File: src/rtl/microtile_capture_pkg.sv
// Shared types and defaults for the microtile capture block.
// Build option: CAPTURE_DEGLITCH_EN (see microtile_capture.sv).
package microtile_capture_pkg;

    typedef enum logic [1:0] {
        ST_IDLE    = 2'd0,
        ST_ARMED   = 2'd1,
        ST_CAPTURE = 2'd2,
        ST_DONE    = 2'd3
    } state_t;

    // Qualifier modes; code 3 is reserved and behaves like MODE_CHANGE.
    localparam logic [1:0] MODE_CHANGE = 2'd0;
    localparam logic [1:0] MODE_MATCH  = 2'd1;
    localparam logic [1:0] MODE_ALL    = 2'd2;

    localparam int DEF_DEPTH  = 8;
    localparam int DEF_DATA_W = 8;
    localparam int DEF_TS_W   = 8;

endpackage

File: src/rtl/capture_fifo.sv
// Synchronous FIFO holding {timestamp, sample} records.
// Ports:
//   clk, rst_n       clock, synchronous active-low reset
//   i_push, i_data   write request and record
//   i_pop            read request (ignored when empty)
//   i_clear          flush pointers/count/overflow; beats push and pop
//   o_valid, o_data  non-empty flag and head record (zero when empty)
//   o_count, o_full  occupancy and full flag
//   o_overflow       sticky: a push was dropped because the FIFO was full
module capture_fifo #(
    parameter int DEPTH = 8,
    parameter int W     = 16
) (
    input  logic                       clk,
    input  logic                       rst_n,
    input  logic                       i_push,
    input  logic [W-1:0]               i_data,
    input  logic                       i_pop,
    input  logic                       i_clear,
    output logic                       o_valid,
    output logic [W-1:0]               o_data,
    output logic [$clog2(DEPTH):0]     o_count,
    output logic                       o_full,
    output logic                       o_overflow
);
    localparam int AW = $clog2(DEPTH);

    logic [W-1:0]  r_mem [DEPTH];
    logic [AW-1:0] r_wr_ptr;
    logic [AW-1:0] r_rd_ptr;
    logic [AW:0]   r_count;
    logic          r_ovf;

    logic w_empty;
    logic w_full;
    logic w_pop;
    logic w_push;

    assign w_empty = (r_count == '0);
    assign w_full  = (r_count == (AW+1)'(DEPTH));
    assign w_pop   = i_pop && !w_empty;
    // A pop in the same cycle frees the slot, so a full FIFO still accepts.
    assign w_push  = i_push && (!w_full || w_pop);

    always_ff @(posedge clk) begin
        if (!rst_n || i_clear) begin
            r_wr_ptr <= '0;
            r_rd_ptr <= '0;
            r_count  <= '0;
            r_ovf    <= 1'b0;
        end else begin
            if (w_push) r_wr_ptr <= r_wr_ptr + AW'(1);
            if (w_pop)  r_rd_ptr <= r_rd_ptr + AW'(1);
            case ({w_push, w_pop})
                2'b10:   r_count <= r_count + (AW+1)'(1);
                2'b01:   r_count <= r_count - (AW+1)'(1);
                default: r_count <= r_count;
            endcase
            if (i_push && !w_push) r_ovf <= 1'b1;
        end
    end

    always_ff @(posedge clk) begin
        if (rst_n && !i_clear && w_push) r_mem[r_wr_ptr] <= i_data;
    end

    assign o_valid    = !w_empty;
    assign o_data     = w_empty ? '0 : r_mem[r_rd_ptr];
    assign o_count    = r_count;
    assign o_full     = w_full;
    assign o_overflow = r_ovf;

endmodule

File: src/rtl/microtile_capture.sv
// Registers a combinational microtile's output and logs qualifying samples
// with a cycle timestamp into a FIFO drained through a valid/ready port.
// Build option: CAPTURE_DEGLITCH_EN -- tile_out must be stable for two
// enabled cycles before it reaches the sample register (+1 cycle latency).
// Ports:
//   clk, rst_n            clock, synchronous active-low reset
//   ena                   freezes sampling and timestamp when low
//   tile_out              tile uo_out
//   arm, stop             one-cycle control pulses
//   mode, pattern, mask   qualifier selection (change / match / all)
//   clear                 flush FIFO and overflow
//   rd_valid/ready/data   read port, data = {timestamp, sample}
//   count, full, overflow FIFO status
//   state                 0 IDLE, 1 ARMED, 2 CAPTURE, 3 DONE
module microtile_capture
    import microtile_capture_pkg::*;
#(
    parameter int DEPTH  = DEF_DEPTH,
    parameter int DATA_W = DEF_DATA_W,
    parameter int TS_W   = DEF_TS_W
) (
    input  logic                      clk,
    input  logic                      rst_n,
    input  logic                      ena,
    input  logic [DATA_W-1:0]         tile_out,
    input  logic                      arm,
    input  logic                      stop,
    input  logic [1:0]                mode,
    input  logic [DATA_W-1:0]         pattern,
    input  logic [DATA_W-1:0]         mask,
    input  logic                      clear,
    output logic                      rd_valid,
    input  logic                      rd_ready,
    output logic [TS_W+DATA_W-1:0]    rd_data,
    output logic [$clog2(DEPTH):0]    count,
    output logic                      full,
    output logic                      overflow,
    output logic [1:0]                state
);
    logic [DATA_W-1:0] r_cur;
    logic [DATA_W-1:0] r_prev;
    logic [TS_W-1:0]   r_ts;
    state_t            r_state;

    state_t            w_state_nxt;
    logic [TS_W-1:0]   w_ts_nxt;
    logic              w_push;
    logic              w_qual;

    // ---------------- sample stage ----------------
`ifdef CAPTURE_DEGLITCH_EN
    logic [DATA_W-1:0] r_stab;

    always_ff @(posedge clk) begin
        if (!rst_n) begin
            r_stab <= '0;
            r_cur  <= '0;
            r_prev <= '0;
        end else if (ena) begin
            r_stab <= tile_out;
            r_prev <= r_cur;
            // Accept only a value already seen on the previous enabled cycle.
            if (tile_out == r_stab) r_cur <= tile_out;
        end
    end
`else
    always_ff @(posedge clk) begin
        if (!rst_n) begin
            r_cur  <= '0;
            r_prev <= '0;
        end else if (ena) begin
            r_prev <= r_cur;
            r_cur  <= tile_out;
        end
    end
`endif

    // ---------------- qualifier ----------------
    always_comb begin
        w_qual = 1'b0;
        case (mode)
            MODE_MATCH: w_qual = ((r_cur & mask) == (pattern & mask));
            MODE_ALL:   w_qual = 1'b1;
            default:    w_qual = (r_cur != r_prev);
        endcase
    end

    // ---------------- state machine / timestamp ----------------
    always_ff @(posedge clk) begin
        if (!rst_n) begin
            r_state <= ST_IDLE;
            r_ts    <= '0;
        end else begin
            r_state <= w_state_nxt;
            r_ts    <= w_ts_nxt;
        end
    end

    always_comb begin
        w_state_nxt = r_state;
        w_ts_nxt    = r_ts;
        w_push      = 1'b0;
        case (r_state)
            ST_IDLE: begin
                w_ts_nxt = '0;
                if (arm) w_state_nxt = ST_ARMED;
            end
            ST_ARMED: begin
                w_ts_nxt = '0;
                // First qualifying sample is stamped 0; the counter then
                // already reads 1 on the next cycle.
                if (ena && w_qual) begin
                    w_push      = 1'b1;
                    w_ts_nxt    = TS_W'(1);
                    w_state_nxt = ST_CAPTURE;
                end
                if (stop) w_state_nxt = ST_DONE;
            end
            ST_CAPTURE: begin
                if (ena) begin
                    w_push   = w_qual;
                    w_ts_nxt = r_ts + TS_W'(1);
                end
                if (stop) w_state_nxt = ST_DONE;
            end
            ST_DONE: begin
                if (arm) begin
                    w_state_nxt = ST_ARMED;
                    w_ts_nxt    = '0;
                end
            end
            default: w_state_nxt = ST_IDLE;
        endcase
    end

    capture_fifo #(
        .DEPTH (DEPTH),
        .W     (TS_W + DATA_W)
    ) u_fifo (
        .clk        (clk),
        .rst_n      (rst_n),
        .i_push     (w_push),
        .i_data     ({r_ts, r_cur}),
        .i_pop      (rd_ready),
        .i_clear    (clear),
        .o_valid    (rd_valid),
        .o_data     (rd_data),
        .o_count    (count),
        .o_full     (full),
        .o_overflow (overflow)
    );

    assign state = r_state;

endmodule
File: config.mk
export PLATFORM = sky130hd
export DESIGN_NAME = microtile_capture
export DESIGN_NICKNAME = d
export VERILOG_FILES = /design/src/rtl/microtile_capture_pkg.sv /design/src/rtl/capture_fifo.sv /design/src/rtl/microtile_capture.sv
export SDC_FILE = /design/constraint.sdc
export NUM_CORES = 1
export LEC_CHECK = 0
export CORE_ASPECT_RATIO = 2
export CORE_MARGIN = 1
export CORE_UTILIZATION = 58
export CTS_CLUSTER_DIAMETER = 40
export DETAILED_ROUTE_END_ITERATION = 6
export GPL_TIMING_DRIVEN = 0
export PLACE_DENSITY = 0.8
export SYNTH_ARGS = -nofsm -noshare
export SYNTH_HDL_FRONTEND = slang
export SYNTH_SLANG_ARGS = --single-unit
export TNS_END_PERCENT = 100
File: constraint.sdc
create_clock -name clk -period 4.93 [get_ports clk]
set_clock_uncertainty 0.2 [all_clocks]
set_input_delay 0.986 -clock clk [delete_from_list [all_inputs] [get_ports clk]]
set_output_delay 0.986 -clock clk [all_outputs]
set_load 0.01 [all_outputs]
Word level (Yosys, flattened, before mapping):

Memories as Yosys holds them, arrays and structs flattened. A register that Yosys moved wholly into a read port is not among the register bits.
Cells that the tools add are included.

* add/sub/neg operators: 5
* eq/ne operators: 15
* multiplexer cells: 19
* bitwise operators: 2
* reductions and logical operators: 19

Operators by type and width (number)
* one-hot mux 8 bit (4 select lines): 1
* bitwise AND 8 bit: 2
* 2-to-1 mux 16 bit: 1
* 2-to-1 mux 8 bit: 2
* adder 8 x 1 -> 8 bit, second input constant: 1
* == test 2 bit, second input constant: 4
* == test 8 bit: 1
* 2-to-1 mux 2 bit: 4
* != test 8 bit: 1
* one-hot mux 4 bit (2 select lines): 1
* adder 3 x 1 -> 3 bit, second input constant: 2
* == test 2 x 1 -> 1 bit, second input constant: 3
* logical AND 1 bit: 6
* 2-to-1 mux 3 bit: 2
* != test 2 bit, second input constant: 3
* one-hot mux 2 bit (3 select lines): 1
* zero test 1 bit: 5
* 2-to-1 mux 1 bit: 5
* adder 4 x 1 -> 4 bit, second input constant: 1
* == test 4 bit, second input constant: 1
* zero test 4 bit: 1
* one-hot mux 1 bit (2 select lines): 2
* subtractor 4 x 1 -> 4 bit, second input constant: 1
* != test 3 bit, second input constant: 1
* other kinds (7): 8

* register bits: 37
* memory bits (writable): 128
* bits of input ports: 33
* output and inout port bits: 25
* logic and storage cells: 69
* memories: 1

Memory list
* u_fifo.r_mem: depth 8, width 16, rd ports 1, clocked after memory_dff 1, write ports 1, line capture_fifo.sv:28 `logic [W-1:0] r_mem [DEPTH];`

Logic depth before layout (Yosys ltp):

Gate-level depths: netlist (run 1).

* word-level depth: 10
* gate-level depth with buffers: 14
* gate-level depth less buffers: 13

Cells and area by module:

Synthesis (run 1) repeated with hierarchy kept, for this count alone.

* cell total of the unflattened synthesis: 446
* area total of the unflattened synthesis: 7085.5 µm²

Modules (own cells, without submodules)
* capture_fifo: times used 1, cells an instance 294, area each 5642.9 µm², sequential area each 4124.0 µm²
* microtile_capture: times used 1, cells an instance 152, area each 1442.6 µm², sequential area each 520.5 µm²

Worst setup path before layout (run 1):

No wires, ideal clock.

* path type: input -> register
* start: input pattern[3]
* end: memory u_fifo.r_mem[4][0], enable pin
* library setup time: 0.430 ns
* data arrival time: 3.549 ns
* required time: 4.300 ns
* slack: 0.750 ns
* cell stages on the path: 6
* path buffers: 1
* cells stage by stage: xor2_1 > a222oi_1 > and4_1 > o311ai_1 > buf_2 > nor4_1

* longest elaborated chain between the ends: 10
* elaborated cells on any way between the ends: 11
* those cells by class: 1 x eq/ne; 6 x mux; 1 x bitwise; 3 x reduce/logical

RTL lines
* start: declaration: line microtile_capture.sv:29 `input logic [DATA_W-1:0] pattern,`
* bitwise AND 8 bit *: line microtile_capture.sv:82 `MODE_MATCH: w_qual = ((r_cur & mask) == (pattern & mask));`
* == test 8 bit *: line microtile_capture.sv:82
* one-hot mux 1 bit (2 select lines) *: line microtile_capture.sv:81 `case (mode)`
* logical AND 1 bit: line microtile_capture.sv:112 `if (ena && w_qual) begin`
* 2-to-1 mux 1 bit: line microtile_capture.sv:112
* one-hot mux 1 bit (2 select lines) *: line microtile_capture.sv:103 `case (r_state)`
* logical AND 1 bit *: line capture_fifo.sv:43 `assign w_push = i_push && (!w_full || w_pop);`
* logical AND 1 bit *: line capture_fifo.sv:64 `if (rst_n && !i_clear && w_push) r_mem[r_wr_ptr] <= i_data;`
* 2-to-1 mux 1 bit *: line capture_fifo.sv:64
* 2-to-1 mux 1 bit (implied by the code) *: line capture_fifo.sv:64
* end: declaration: line capture_fifo.sv:28

Mark *: on every way between the ends. The rest lies on a longest branch, timed or not.

Final worst setup path (run 1):

* start: input pattern[3]
* end: register u_fifo.r_count[3] (netlist: u_fifo.o_count[3])

* longest elaborated chain between the ends: 9
* elaborated cells on any way between the ends: 12
* those cells by class: 3 x eq/ne; 5 x mux; 1 x bitwise; 3 x reduce/logical

RTL lines
* bitwise AND 8 bit *: line microtile_capture.sv:82
* == test 8 bit *: line microtile_capture.sv:82
* one-hot mux 1 bit (2 select lines) *: line microtile_capture.sv:81
* logical AND 1 bit: line microtile_capture.sv:112
* 2-to-1 mux 1 bit: line microtile_capture.sv:112
* one-hot mux 1 bit (2 select lines) *: line microtile_capture.sv:103
* logical AND 1 bit *: line capture_fifo.sv:43
* == test 2 x 1 -> 1 bit / == test 2 bit (equally long branches): line capture_fifo.sv:54 `case ({w_push, w_pop})`
* one-hot mux 4 bit (2 select lines) / nonzero test 2 bit (equally long branches)
* end signal: assignment: line capture_fifo.sv:55 `2'b10: r_count <= r_count + (AW+1)'(1);`
* end signal: assignment: line capture_fifo.sv:56 `2'b01: r_count <= r_count - (AW+1)'(1);`
* end signal: assignment: line capture_fifo.sv:57 `default: r_count <= r_count;`
* end: declaration: line capture_fifo.sv:31 `logic [AW:0] r_count;`

Marks and branches as above.
A chain may end at the register's enable or synchronous reset.

==> run summary, run 1 <==
run status = complete, no violations
TritonCTS Buffers = 17
Setup TNS = 0 ns
Root Buffer = clkbuf_16
CTS tree = built
ys flop type = edfxtp_1
Initial Util = 59.4%
largest net degree at the start of global routing = 17
Finished Layout Cells = 680
critical path class = in2reg
hold path cells = 2
R2R cell count = 13
sw frac = 23.7%
Reg power frac = 50.9%
Logic pwr share = 8.2%
CTS clk-pin slew, worst paths = 0.07 ns
Mapped Nets = 481
Distinct cells, synth = 42
post-route ant nets = 0
Layout Nets = 567
largest family of logic cells by synthesized area = multiplexers
clk sink count = 168
detailed-router iteration count before antenna repair = 5
mux cell area share after synthesis = 15.4%
first-pass GRT wire length = 22.0 mm
Async S/R FF share, synth = 0%
DRC Markers = 0
DR vias/cell = 5.87
cell with the most instances after synthesis = edfxtp_1
Routed WL = 14.2 mm
Slew Viols, Final = 0
via count = 3989
post-route minimum period = 4.28 ns
startpoint of the worst hold path = u_fifo.o_overflow
Cell Pwr Density = 367 mW/mm²
Synth Warn # = 0
Worst Path Required = 5.08 ns
final worst-path cycle share = 86.9%
XOR/XNOR share of the synthesized area = 3.40%
# IOs = 58
Endpoint, Worst Hold = u_fifo.o_overflow
P_int = 2.36 mW
starting DRC count in detailed routing = 274
CTS Hold Bufs = 0
Leak = 2.87 nW
Worst Setup End Kind = flip-flop
HP Class = reg2reg
switching power = 736 µW
Pwr Total = 3.10 mW
Area Overhead vs Synth = 21.4%
clock network power share = 40.9%
Rows = 56
initial antenna violation count = 0
max cap viols = 0
Die Wd = 79.4 µm
die height = 157 µm
worst hold slack = 0.288 ns
top post-synthesis cells by area = edfxtp_1, dfxtp_1, mux4_2
R2R Setup Slk = 1.06 ns
RSZ-0062 raised after global routing = no
final number of setup-violating endpoints = 0
vias in the first global route = 4152
Synth Area in Adders = 2.27%
Avg Inst Size Synth = 15.9 µm²
dpl hpwl = 9.64 mm
post-CTS resize count = 0
final hold violation count = 0
startpoint types = input port
Yosys reg bits = 168
Compound-Gate Fraction of Synth Area = 2.29%
core area = 0.0117 mm²
Post-CTS Repair Setup Buffers = 0
full die area = 0.0124 mm²
Reg2Reg Launch Point = r_cur[3]
H-tree levels = 4
number of flops mapped to enable cells by yosys = 128
largest area contributor in the netlist = edfxtp_1
Critical Path AT = 4.44 ns
Worst-Margin Slew = 1.14 ns
Synth Area in Simple Gates = 8.08%
per-cell routed wire length = 20.9 µm
Clock Latency Late Sink = 0.42 ns
n_diodes = 0
Longest Clk Path Bufs = 2
worst-path fanout max = 3
PortBufs = 56
routability cong. = 0.814
aggregate global-route resource usage = 25.0%
Remaining Overflow, GRT = 0
Syn Std Cell Area = 0.00695 mm²
Mapped Cells = 436
max_slew headroom = 23.1%
share of cells above drive strength 1 = 16.6%
r2r endpoint = u_fifo.o_count[3]
Seq/Total Area, Yosys = 66.8%
peak supply drop = 0.000316 V
top post-synthesis cells by count = edfxtp_1, dfxtp_1, nor2_1
Yosys top cell area share = 55.3%
dpl cells = 648
Max Freq = 233 MHz
how the worst max path moves through the flow:
stage                     from                 end  slack, ns  cells after the start
floorplan           pattern[3]  u_fifo.r_mem[4][0]       0.75                      6
global placement    pattern[3]  u_fifo.r_mem[4][6]      -1.49                      7
detailed placement  pattern[3]   u_fifo.o_count[3]       0.19                     14
CTS                 pattern[3]   u_fifo.o_count[3]       0.63                     14
global route        pattern[3]   u_fifo.o_count[3]       0.51                     14
finish              pattern[3]   u_fifo.o_count[3]       0.65                     14
cell type report:
type	count	area, µm²
plain buffers	18	73.8
clock buffers	17	425
clock inverters	15	144
fillers	729	3260
inverters	12	45.0
multi-input cells	238	2240
flip-flops and latches	168	4640
well taps	145	181
repair buffers	67	688
per-stage QoR:
stage / utilization, % / worst slack [ns] / cell area, µm²
floorplan: - / 0.750 / 6950
global placement: 65.7 / -1.49 / 7690
detailed placement: 67.2 / 0.192 / 7870
CTS: 72.1 / 0.633 / 8440
global route: 72.1 / 0.506 / 8440
finish: 72.1 / 0.647 / 8440
routing by layer:
layer  track usage (%)  wire length (µm)  vias to the layer above  share of wire (%)
met2              47.1              8230                      141                 58
met4              10.6               448                        0                3.2
li1                  -                 -                     1827                  -
met3              5.01               575                       40                4.0
met1              26.3              4960                     1981                 35
met5                 0                 0                        -                  0
state kept, by name, indices dropped and copies added, names as in the netlist, named ones only:
name and count:
r_prev 8, u_fifo.r_wr_ptr 3, u_fifo.r_rd_ptr 3, u_fifo.o_count 4
r_cur 8, u_fifo.o_overflow 1, r_ts 8, state 2
u_fifo.r_mem 128
critical path, cell delays in order:
cell and delay [ns]:
clkdlybuf4s50_1 0.41, xor2_1 0.15, a222oi_1 0.48, and4_1 0.25, o311ai_1 0.15, or4_1 0.44, clkbuf_1 0.17, ha_1 0.26
ha_1 0.27, a21o_1 0.17, a21oi_1 0.17, xnor2_1 0.09, or3_1 0.31, a21oi_1 0.14
power groups by stage:
| stage | sequential [mW] | combinational, mW | clock [mW] |
|---|---|---|---|
| final | 1.58 | 0.253 | 1.27 |
| after floorplan | 1.60 | 0.151 | 0 |
| after detailed placement | 1.61 | 0.251 | 0 |
| after global placement | 1.60 | 0.236 | 0 |
| after CTS | 1.58 | 0.253 | 1.28 |
| after global routing | 1.58 | 0.280 | 1.34 |
placed cells by master, fill, tap and decap left out, types with 2 or more instances in the layout:
master             n
nor3_2             4
buf_4              2
edfxtp_1         128
clkbuf_16         17
buf_8              3
inv_6              2
buf_2              5
buf_1              2
clkdlybuf4s50_1   56
nand4_1            4
xor2_1            23
ha_1              11
nor4b_4            2
nand2b_1           4
nor3_1             2
nor2_1            39
clkbuf_1          11
inv_8              3
mux2i_1           35
or3_1              3
nand3_1            5
clkinv_4           3
inv_1             12
a22oi_1            2
nand2_1           15
o21ai_0            5
mux4_2            32
clkinv_2           2
xnor2_1            4
buf_6              6
a21oi_1            7
nor2b_1           19
nor4_2             3
clkinvlp_4         3
dfxtp_1           40
and3_1             2
cell families after synthesis:
logic type | count (synthesis)
muxes | 67
and+or+nand+nor | 108
DFF | 168
adders and majority gates | 12
AOI/OAI and AO/OA | 24
buffers and inverters | 30
xor gates and xnor gates | 27
No activity file was read; power rests on OpenSTA's default activity.
==> run 2: changes to the inputs <==
--- a/config.mk
+++ b/config.mk
@@ -5,6 +5,8 @@
 export SDC_FILE = /design/constraint.sdc
 export NUM_CORES = 1
 export LEC_CHECK = 0
+export ABC_AREA = 0
+export CAP_MARGIN = 20
 export CORE_ASPECT_RATIO = 2
 export CORE_MARGIN = 1
 export CORE_UTILIZATION = 58
==> run 2 against run 1 <==
Setup slack got worse by 0.051 ns. The flow now finishes with violations (DRC). Clock power increased by 5%. Combinational power increased by 2%. Hold slack better by 0.0052 ns. Highest routed layer unchanged. Count of clock-buffer cells in the layout stayed put. Sequential cell count stayed put. Final cell count up 0.15%. Die area stayed put. Via count is 2.5% higher.
==> run summary, run 2 (synthesized netlist as in run 1, its figures left out) <==
run status = complete, but fails checks (was complete, no violations)
failing checks = DRC
DRC Markers = 3 (was 0)
final hold violation count = 0 (unchanged)
CTS clk-pin slew, worst paths = 0.06 ns (was 0.07 ns)
Finished Cell Area = 0.00847 mm² (was 0.00844 mm²)
Die Wd = 79.4 µm (unchanged)
most frequent cells in the layout = edfxtp_1, clkdlybuf4s50_1, dfxtp_1, nor2_1, mux2i_1 (unchanged)
H-tree levels = 4 (unchanged)
Leak = 2.89 nW (was 2.87 nW)
first-pass GRT wire length = 22.5 mm (was 22.0 mm)
Longest Clk Path Bufs = 2 (unchanged)
max reg flops = 128 (unchanged)
max_slew headroom = 41.6% (was 23.1%)
final worst-path cycle share = 87.9% (was 86.9%)
clk sink count = 168 (unchanged)
PortBufs = 56 (unchanged)
Post-CTS Repair Setup Buffers = 0 (unchanged)
Slew Viols, Final = 0 (unchanged)
Max Freq = 231 MHz (was 233 MHz)
Most flops, register = u_fifo.r_mem (unchanged)
Critical Path AT = 4.49 ns (was 4.44 ns)
post-CTS resize count = 0 (unchanged)
full die area = 0.0124 mm² (unchanged)
Remaining Overflow, GRT = 0 (unchanged)
R2R cell count = 13 (unchanged)
commonest non-fill, non-tap cell in the layout = edfxtp_1 (unchanged)
core area = 0.0117 mm² (unchanged)
critical path class = in2reg (unchanged)
post-route ant nets = 0 (unchanged)
max cap viols = 0 (unchanged)
Cell Pwr Density = 374 mW/mm² (was 367 mW/mm²)
routability cong. = 0.814 (unchanged)
worst hold slack = 0.293 ns (was 0.288 ns)
initial antenna violation count = 0 (unchanged)
die height = 157 µm (unchanged)
per-cell routed wire length = 21.3 µm (was 20.9 µm)
Worst Setup End Kind = flip-flop (unchanged)
Pwr Total = 3.17 mW (was 3.10 mW)
n_diodes = 0 (unchanged)
dpl hpwl = 9.68 mm (was 9.64 mm)
DR vias/cell = 6.00 (was 5.87)
Rows = 56 (unchanged)
Initial Util = 59.4% (unchanged)
CTS tree = built (unchanged)
vias in the first global route = 4266 (was 4152)
Routed WL = 14.5 mm (was 14.2 mm)
via count = 4087 (was 3989)
aggregate global-route resource usage = 25.7% (was 25.0%)
starting DRC count in detailed routing = 347 (was 274)
# IOs = 58 (unchanged)
post-route minimum period = 4.33 ns (was 4.28 ns)
Finished Layout Cells = 681 (was 680)
peak supply drop = 0.000338 V (was 0.000316 V)
share of cells above drive strength 1 = 16.8% (was 16.6%)
# fillers = 719 (was 729)
Cell Area, Placed = 0.00787 mm² (unchanged)
Worst-Margin Slew = 0.871 ns (was 1.14 ns)
CTS Hold Bufs = 0 (unchanged)
hold path cells = 2 (unchanged)
largest net degree at the start of global routing = 17 (unchanged)
TritonCTS Buffers = 17 (unchanged)
startpoint types = input port (unchanged)
Root Buffer = clkbuf_16 (unchanged)
HP Class = reg2reg (unchanged)
final number of setup-violating endpoints = 0 (unchanged)
RSZ-0062 raised after global routing = no (unchanged)
worst-path fanout max = 3 (unchanged)
Finished Core Util = 72.4% (was 72.1%)
Clock Latency Late Sink = 0.43 ns (was 0.42 ns)
Area Overhead vs Synth = 21.9% (was 21.4%)
Layout Nets = 568 (was 567)
Worst Path Required = 5.09 ns (was 5.08 ns)
detailed-router iteration count before antenna repair = 7 (was 5)
dpl cells = 648 (unchanged)
[run 2: final timing paths]
| path | start | to | slack (ns) |
|---|---|---|---|
| setup reg to reg | r_cur[3] | u_fifo.o_count[3] | 1.02 |
| setup / recovery | pattern[3] | u_fifo.o_count[3] | 0.60 |
| hold / removal | u_fifo.o_overflow | u_fifo.o_overflow | 0.29 |
| hold reg to reg | u_fifo.o_overflow | u_fifo.o_overflow | 0.29 |
[run 2: where the power goes]
group          internal (mW)  total (mW)  switching [mW]
logic                  0.120       0.258           0.138
clock network          0.759        1.33           0.575
registers               1.54        1.58          0.0372
total                   2.42        3.17           0.751
[run 2: area by class of cell]
cell class | instances | area (µm²) | share of cell area, %
sequential | 168 | 4640 | 54.8
multi-input combinational | 238 | 2240 | 26.4
timing repair buffer | 68 | 696 | 8.22
clock buffer | 17 | 425 | 5.02
tap | 145 | 181 | 2.14
clock inverter | 15 | 166 | 1.97
buffer | 18 | 73.8 | 0.872
inverter | 12 | 45.0 | 0.532
[run 2: per-stage QoR]
stage / worst slack, ns / TNS, ns
after CTS: 0.601 / 0
after global placement: -1.49 / -113.51
after detailed placement: 0.186 / 0
after global routing: 0.449 / 0
after floorplan: 0.750 / 0
final: 0.596 / 0
[run 2: critical path, stage by stage]
cell,delay (ns)
clkdlybuf4s50_1,0.41
xor2_1,0.15
a222oi_1,0.48
and4_1,0.26
o311ai_1,0.17
or4_1,0.44
clkbuf_1,0.17
ha_1,0.27
ha_1,0.28
a21o_1,0.18
a21oi_1,0.16
xnor2_1,0.09
or3_1,0.32
a21oi_1,0.14
[run 2: metal layers]
layer / wire length [µm] / up-vias / global-route usage (%) / part of all wire [%]
met5: 0 / - / 0 / 0
met4: 516 / 0 / 11.4 / 3.6
met3: 675 / 39 / 5.42 / 4.6
met2: 8460 / 166 / 48.3 / 58
met1: 4880 / 2055 / 26.6 / 34
li1: - / 1827 / - / -
